File: src/rtl/mem_port_arbiter.sv
// Shares one single-ported memory bus between instruction fetch and data access.
// One transaction at a time, data has strict priority, and a taken branch (flush)
// silently discards the pending or in-flight fetch. Stall outputs feed the hazard unit.
module mem_port_arbiter #(
  parameter int unsigned AW = 32,
  parameter int unsigned DW = 32
) (
  input  logic              clk,
  input  logic              rst_n,
  // Fetch port (IF stage)
  input  logic              if_req,
  input  logic [AW-1:0]     if_addr,
  output logic [DW-1:0]     if_rdata,
  output logic              if_valid,
  output logic              if_stall,
  input  logic              flush,
  // Data port (MEM stage)
  input  logic              d_req,
  input  logic              d_we,
  input  logic [DW/8-1:0]   d_be,
  input  logic [AW-1:0]     d_addr,
  input  logic [DW-1:0]     d_wdata,
  output logic [DW-1:0]     d_rdata,
  output logic              d_valid,
  output logic              d_stall,
  // Memory bus
  output logic              bus_req,
  output logic              bus_we,
  output logic [DW/8-1:0]   bus_be,
  output logic [AW-1:0]     bus_addr,
  output logic [DW-1:0]     bus_wdata,
  input  logic              bus_ack,
  input  logic [DW-1:0]     bus_rdata
);

  localparam int unsigned BW = DW / 8;

  typedef enum logic [1:0] {
    StIdle,
    StBusy,
    StDone
  } state_e;

  state_e          state_q, state_d;

  // Transaction fields, only loaded on the IDLE->BUSY edge
  logic            bus_we_q, bus_we_d;
  logic [BW-1:0]   bus_be_q, bus_be_d;
  logic [AW-1:0]   bus_addr_q, bus_addr_d;
  logic [DW-1:0]   bus_wdata_q, bus_wdata_d;

  // owner: 1 = fetch, 0 = data. drop: the current fetch was killed by a flush.
  logic            owner_q, owner_d;
  logic            drop_q, drop_d;

  logic [DW-1:0]   if_rdata_q, if_rdata_d;
  logic [DW-1:0]   d_rdata_q, d_rdata_d;
  logic            if_valid_q, if_valid_d;
  logic            d_valid_q, d_valid_d;

  // Next-state logic: grant, bus completion capture and flush bookkeeping
  always_comb begin
    state_d     = state_q;
    bus_we_d    = bus_we_q;
    bus_be_d    = bus_be_q;
    bus_addr_d  = bus_addr_q;
    bus_wdata_d = bus_wdata_q;
    owner_d     = owner_q;
    drop_d      = drop_q;
    if_rdata_d  = if_rdata_q;
    d_rdata_d   = d_rdata_q;
    if_valid_d  = 1'b0;
    d_valid_d   = 1'b0;

    unique case (state_q)
      StIdle: begin
        if (d_req) begin
          bus_we_d    = d_we;
          bus_be_d    = d_be;
          bus_addr_d  = d_addr;
          bus_wdata_d = d_wdata;
          owner_d     = 1'b0;
          state_d     = StBusy;
        end else if (if_req && !flush) begin
          bus_we_d    = 1'b0;
          bus_be_d    = '1;
          bus_addr_d  = if_addr;
          owner_d     = 1'b1;
          drop_d      = 1'b0;
          state_d     = StBusy;
        end
      end

      StBusy: begin
        // A flush on the ack cycle still kills the fetch
        if (owner_q && flush) begin
          drop_d = 1'b1;
        end
        if (bus_ack) begin
          state_d = StDone;
          if (owner_q) begin
            if_rdata_d = bus_rdata;
            if_valid_d = ~drop_q & ~flush;
          end else begin
            d_valid_d = 1'b1;
            // Stores leave the previous load data in place
            if (!bus_we_q) begin
              d_rdata_d = bus_rdata;
            end
          end
        end
      end

      StDone: begin
        state_d = StIdle;
      end

      default: begin
        state_d = StIdle;
      end
    endcase
  end

  // State and datapath registers, cleared immediately on reset
  always_ff @(posedge clk or negedge rst_n) begin
    if (!rst_n) begin
      state_q     <= StIdle;
      bus_we_q    <= 1'b0;
      bus_be_q    <= '0;
      bus_addr_q  <= '0;
      bus_wdata_q <= '0;
      owner_q     <= 1'b0;
      drop_q      <= 1'b0;
      if_rdata_q  <= '0;
      d_rdata_q   <= '0;
      if_valid_q  <= 1'b0;
      d_valid_q   <= 1'b0;
    end else begin
      state_q     <= state_d;
      bus_we_q    <= bus_we_d;
      bus_be_q    <= bus_be_d;
      bus_addr_q  <= bus_addr_d;
      bus_wdata_q <= bus_wdata_d;
      owner_q     <= owner_d;
      drop_q      <= drop_d;
      if_rdata_q  <= if_rdata_d;
      d_rdata_q   <= d_rdata_d;
      if_valid_q  <= if_valid_d;
      d_valid_q   <= d_valid_d;
    end
  end

  // Outputs: bus_req decodes the state register so reset drops it asynchronously
  always_comb begin
    bus_req   = (state_q == StBusy);
    bus_we    = bus_we_q;
    bus_be    = bus_be_q;
    bus_addr  = bus_addr_q;
    bus_wdata = bus_wdata_q;
    if_rdata  = if_rdata_q;
    d_rdata   = d_rdata_q;
    // A branch in the completion cycle also kills the fetch result
    if_valid  = if_valid_q & ~flush;
    d_valid   = d_valid_q;
    if_stall  = if_req & ~if_valid;
    d_stall   = d_req & ~d_valid;
  end

endmodule
File: config.mk
export PLATFORM = sky130hd
export DESIGN_NAME = mem_port_arbiter
export DESIGN_NICKNAME = d
export VERILOG_FILES = /design/src/rtl/mem_port_arbiter.sv
export SDC_FILE = /design/constraint.sdc
export NUM_CORES = 1
export LEC_CHECK = 0
export ABC_AREA = 1
export CAP_MARGIN = 0
export CORE_UTILIZATION = 42
export CTS_BUF_LIST = sky130_fd_sc_hd__clkbuf_8
export DETAILED_ROUTE_END_ITERATION = 6
export PLACE_DENSITY = 0.83
export SLEW_MARGIN = 20
export SYNTH_ARGS = -nofsm -noshare
export SYNTH_HDL_FRONTEND = slang
export SYNTH_SLANG_ARGS = --single-unit
File: constraint.sdc
create_clock -name clk -period 1.4 [get_ports clk]
set_input_delay 0.28 -clock clk [delete_from_list [all_inputs] [get_ports clk]]
set_output_delay 0.28 -clock clk [all_outputs]
set_load 0.05 [all_outputs]
==> flow_summary.json <==
{
  "met3_length_um": 1836,
  "fin_cells": 1113,
  "path_class": "reg2reg",
  "period_minus_slack_ps": 1573,
  "status": "finished, violations left",
  "yosysUniqueCellTypes": 22,
  "placed_cell_area_um2": 10230,
  "stdcell_area_um2": 11170,
  "vias": 5619,
  "synth_edf_count": 0,
  "grt.total_usage_pct": 27.07,
  "maxCapViolCount": 0,
  "n_antenna_cell": 0,
  "clock-sinks": 139,
  "fin_hold_ws_ps": 308.4,
  "drive_gt1_share_pct": 33.72,
  "drv_slew": 0,
  "rsz0062_at_grt": "yes",
  "avgSynthCellArea_um2": 9.387,
  "ys_async_sr_fraction_pct": 100.0,
  "fmax_mhz": 635.7,
  "power_density_nw_per_um2": 2770,
  "grt_pass1_vias": 5606,
  "cts.htree.levels": 4,
  "first_pass_iters": 7,
  "crit_chain": "buf_4 > buf_6 > nor2_4 > buf_8 > nand2_8 > clkbuf_16 > nand2_1 > o21ai_0",
  "gr-total-overflow": 0,
  "highest_layer": "met4",
  "netlist.area_leader.share_pct": 61.05,
  "worst_ep_arrival_time_ps": 1890,
  "period_share_pct": 112.4,
  "power_leakage_uw": 0.005283,
  "ir_drop_v": 0.001933,
  "met2_wirelength_um": 10490,
  "crit_path_start_kind": "register",
  "syn_area_um2": 5698,
  "clkTransAtPathRegs_ps": 70,
  "antenna_found_initial": 0,
  "post-synth-top-count-cell": "nand2_1",
  "seq_area_frac_synth_pct": 61.05,
  "violations": "setup timing",
  "setup_ws_ps": -172.9,
  "clock_path_buffers": 2,
  "vias_per_cell": 5.049,
  "relSlewSlack_pct": 69.68,
  "setup_viol": 75,
  "drt_first_iter_violations": 285,
  "cp_max_fo": 5,
  "chipHeight_um": 118.5,
  "gp_congestion": 0.7889,
  "rows": 42,
  "io_buffers": 276,
  "synth_top_area_cell": "dfrtp_1",
  "grt_max_degree": 47,
  "cts_buffers": 17,
  "cts-root-buf": "clkbuf_8",
  "hold_violations": 0,
  "numPlacedInstances": 1059,
  "ys.flop_type": "dfrtp_1",
  "slowest_delay_ps": 420,
  "drt.antenna.violating_nets": 0,
  "finalSetupTns_ps": -3632,
  "syn2layout_area_growth_pct": 95.98,
  "die_w_um": 118.5,
  "finalNetCount": 1064,
  "wire_per_inst_um": 18.26,
  "finClkSkew_ps": 10.97,
  "hpwl_um": 14110,
  "required_ps": 1720,
  "cp-end-kind": "register",
  "initial_core_util_pct": 43.03,
  "synth.area.top_cells": "dfrtp_1 (61%), nand2_1 (14%), o21ai_0 (6.0%), o21ai_1 (4.1%), or2_2 (3.5%)",
  "cp_slowest_cell": "dfrtp_1",
  "ys_top_cells_by_count": "nand2_1 (209), dfrtp_1 (139), o21ai_0 (68), o21ai_1 (47), inv_1 (38)",
  "syn_inst": 607,
  "met1_length_um": 7249,
  "ios": 277,
  "yosys_warnings": 0,
  "grt_pass1_wl_um": 28610,
  "worstHoldPathType": "in2async",
  "cts_tree": "done",
  "worst_pin_slew_ps": 453.6,
  "final_util_pct": 84.33,
  "drt-total-wl_um": 20320,
  "drc": 0,
  "synth-seq-cells": 139,
  "syn_nets": 746,
  "core_area_um2": 13240,
  "clk-insertion-delay-late_ps": 450,
  "die_area_um2": 14040
}
==> layout by cell type (no fill, tap or decap) <==
cell,instances
bufinv_16,1
nand3_4,1
nand3_2,1
clkbuf_2,1
nor2_4,4
a21oi_2,1
nor2_1,6
nand2_4,1
clkinv_2,6
o21ai_0,43
o21ai_2,28
nand2_8,3
nand2_1,189
nand4_1,1
buf_12,147
inv_2,3
buf_4,16
dfrtp_1,139
inv_1,40
clkinv_8,1
nand2_2,18
o21ai_1,62
nor2_2,1
o31ai_1,1
clkbuf_16,11
clkbuf_8,20
or2_2,32
nand3_1,2
clkdlybuf4s50_1,136
nor3_1,1
buf_6,15
clkinv_4,1
dlygate4sd3_1,1
buf_8,4
==> cells by family after synthesis <==
logic type / Yosys count / synth area share, %
buffers and inverters: 75 / 6.873
AO/OA/AOI/OAI: 135 / 13.09
flip-flops: 139 / 61.05
AND/OR/NAND/NOR: 258 / 18.99
==> flip-flops by register name, summed over array words and instances (netlist names), 2 cells and up <==
name	cells
bus_addr	32
if_rdata	32
state_q	2
bus_be	4
bus_wdata	32
d_rdata	32
==> power by group <==
part | internal [µW] | switching [µW]
clock network | 1500 | 1480
registers | 5890 | 2180
logic | 9510 | 10400
total | 16900 | 14000
==> repair_timing <==
action,4_1_cts,5_1_grt
hold buffers,1,0
gates cloned,0,16
buffers inserted,4,3
endpoints found under the setup margin,5,80
hold endpoints to repair,35,0
pin swaps,1,3
gates resized for setup,13,65
==> worst paths after layout <==
check                            start       endpoint  slack [ps]  cells past startpoint
setup / recovery            state_q[1]    bus_addr[7]        -170                      8
hold / removal                   rst_n   if_rdata[14]         310                      2
setup reg to reg            state_q[1]    bus_addr[7]        -170                      8
hold reg to reg                 drop_q     if_valid_q         420                      1
max in group asynchronous        rst_n   bus_addr[11]         530                      3
min in group clk           d_wdata[12]  bus_wdata[12]         370                      3
==> per-layer routing <==
layer	track usage [%]	up-vias
met5	0	-
met4	13.37	0
met3	10.09	57
met2	46.80	292
met1	29.05	2714
li1	-	2556
==> critical path, delay by kind of cell, from the launching register on <==
| kind | cells | cell delay, ps |
|---|---|---|
| DFF | 1 | 420 |
| buffers and inverters | 4 | 620 |
| and+or+nand+nor | 3 | 310 |
| AOI/OAI and AO/OA | 1 | 100 |
==> cell type report <==
type / count / area [µm²]
tap: 176 / 220.2
inverter: 41 / 166.4
clock buffer: 20 / 275.3
timing repair buffer: 331 / 4943
sequential: 139 / 3478
multi-input combinational: 395 / 2003
clock inverter: 11 / 80.08
fill: 648 / 2076
==> through the flow <==
| stage | worst slack (ps) | power [µW] |
|---|---|---|
| 2_1_floorplan | -68.07 | 16100 |
| 3_3_place_gp | -237.2 | 26040 |
| 3_5_place_dp | -443.1 | 26580 |
| 4_1_cts | -141.8 | 29710 |
| 5_1_grt | -250.5 | 32100 |
| 6_report | -172.9 | 30930 |
Power figures use the tool's default switching activity.
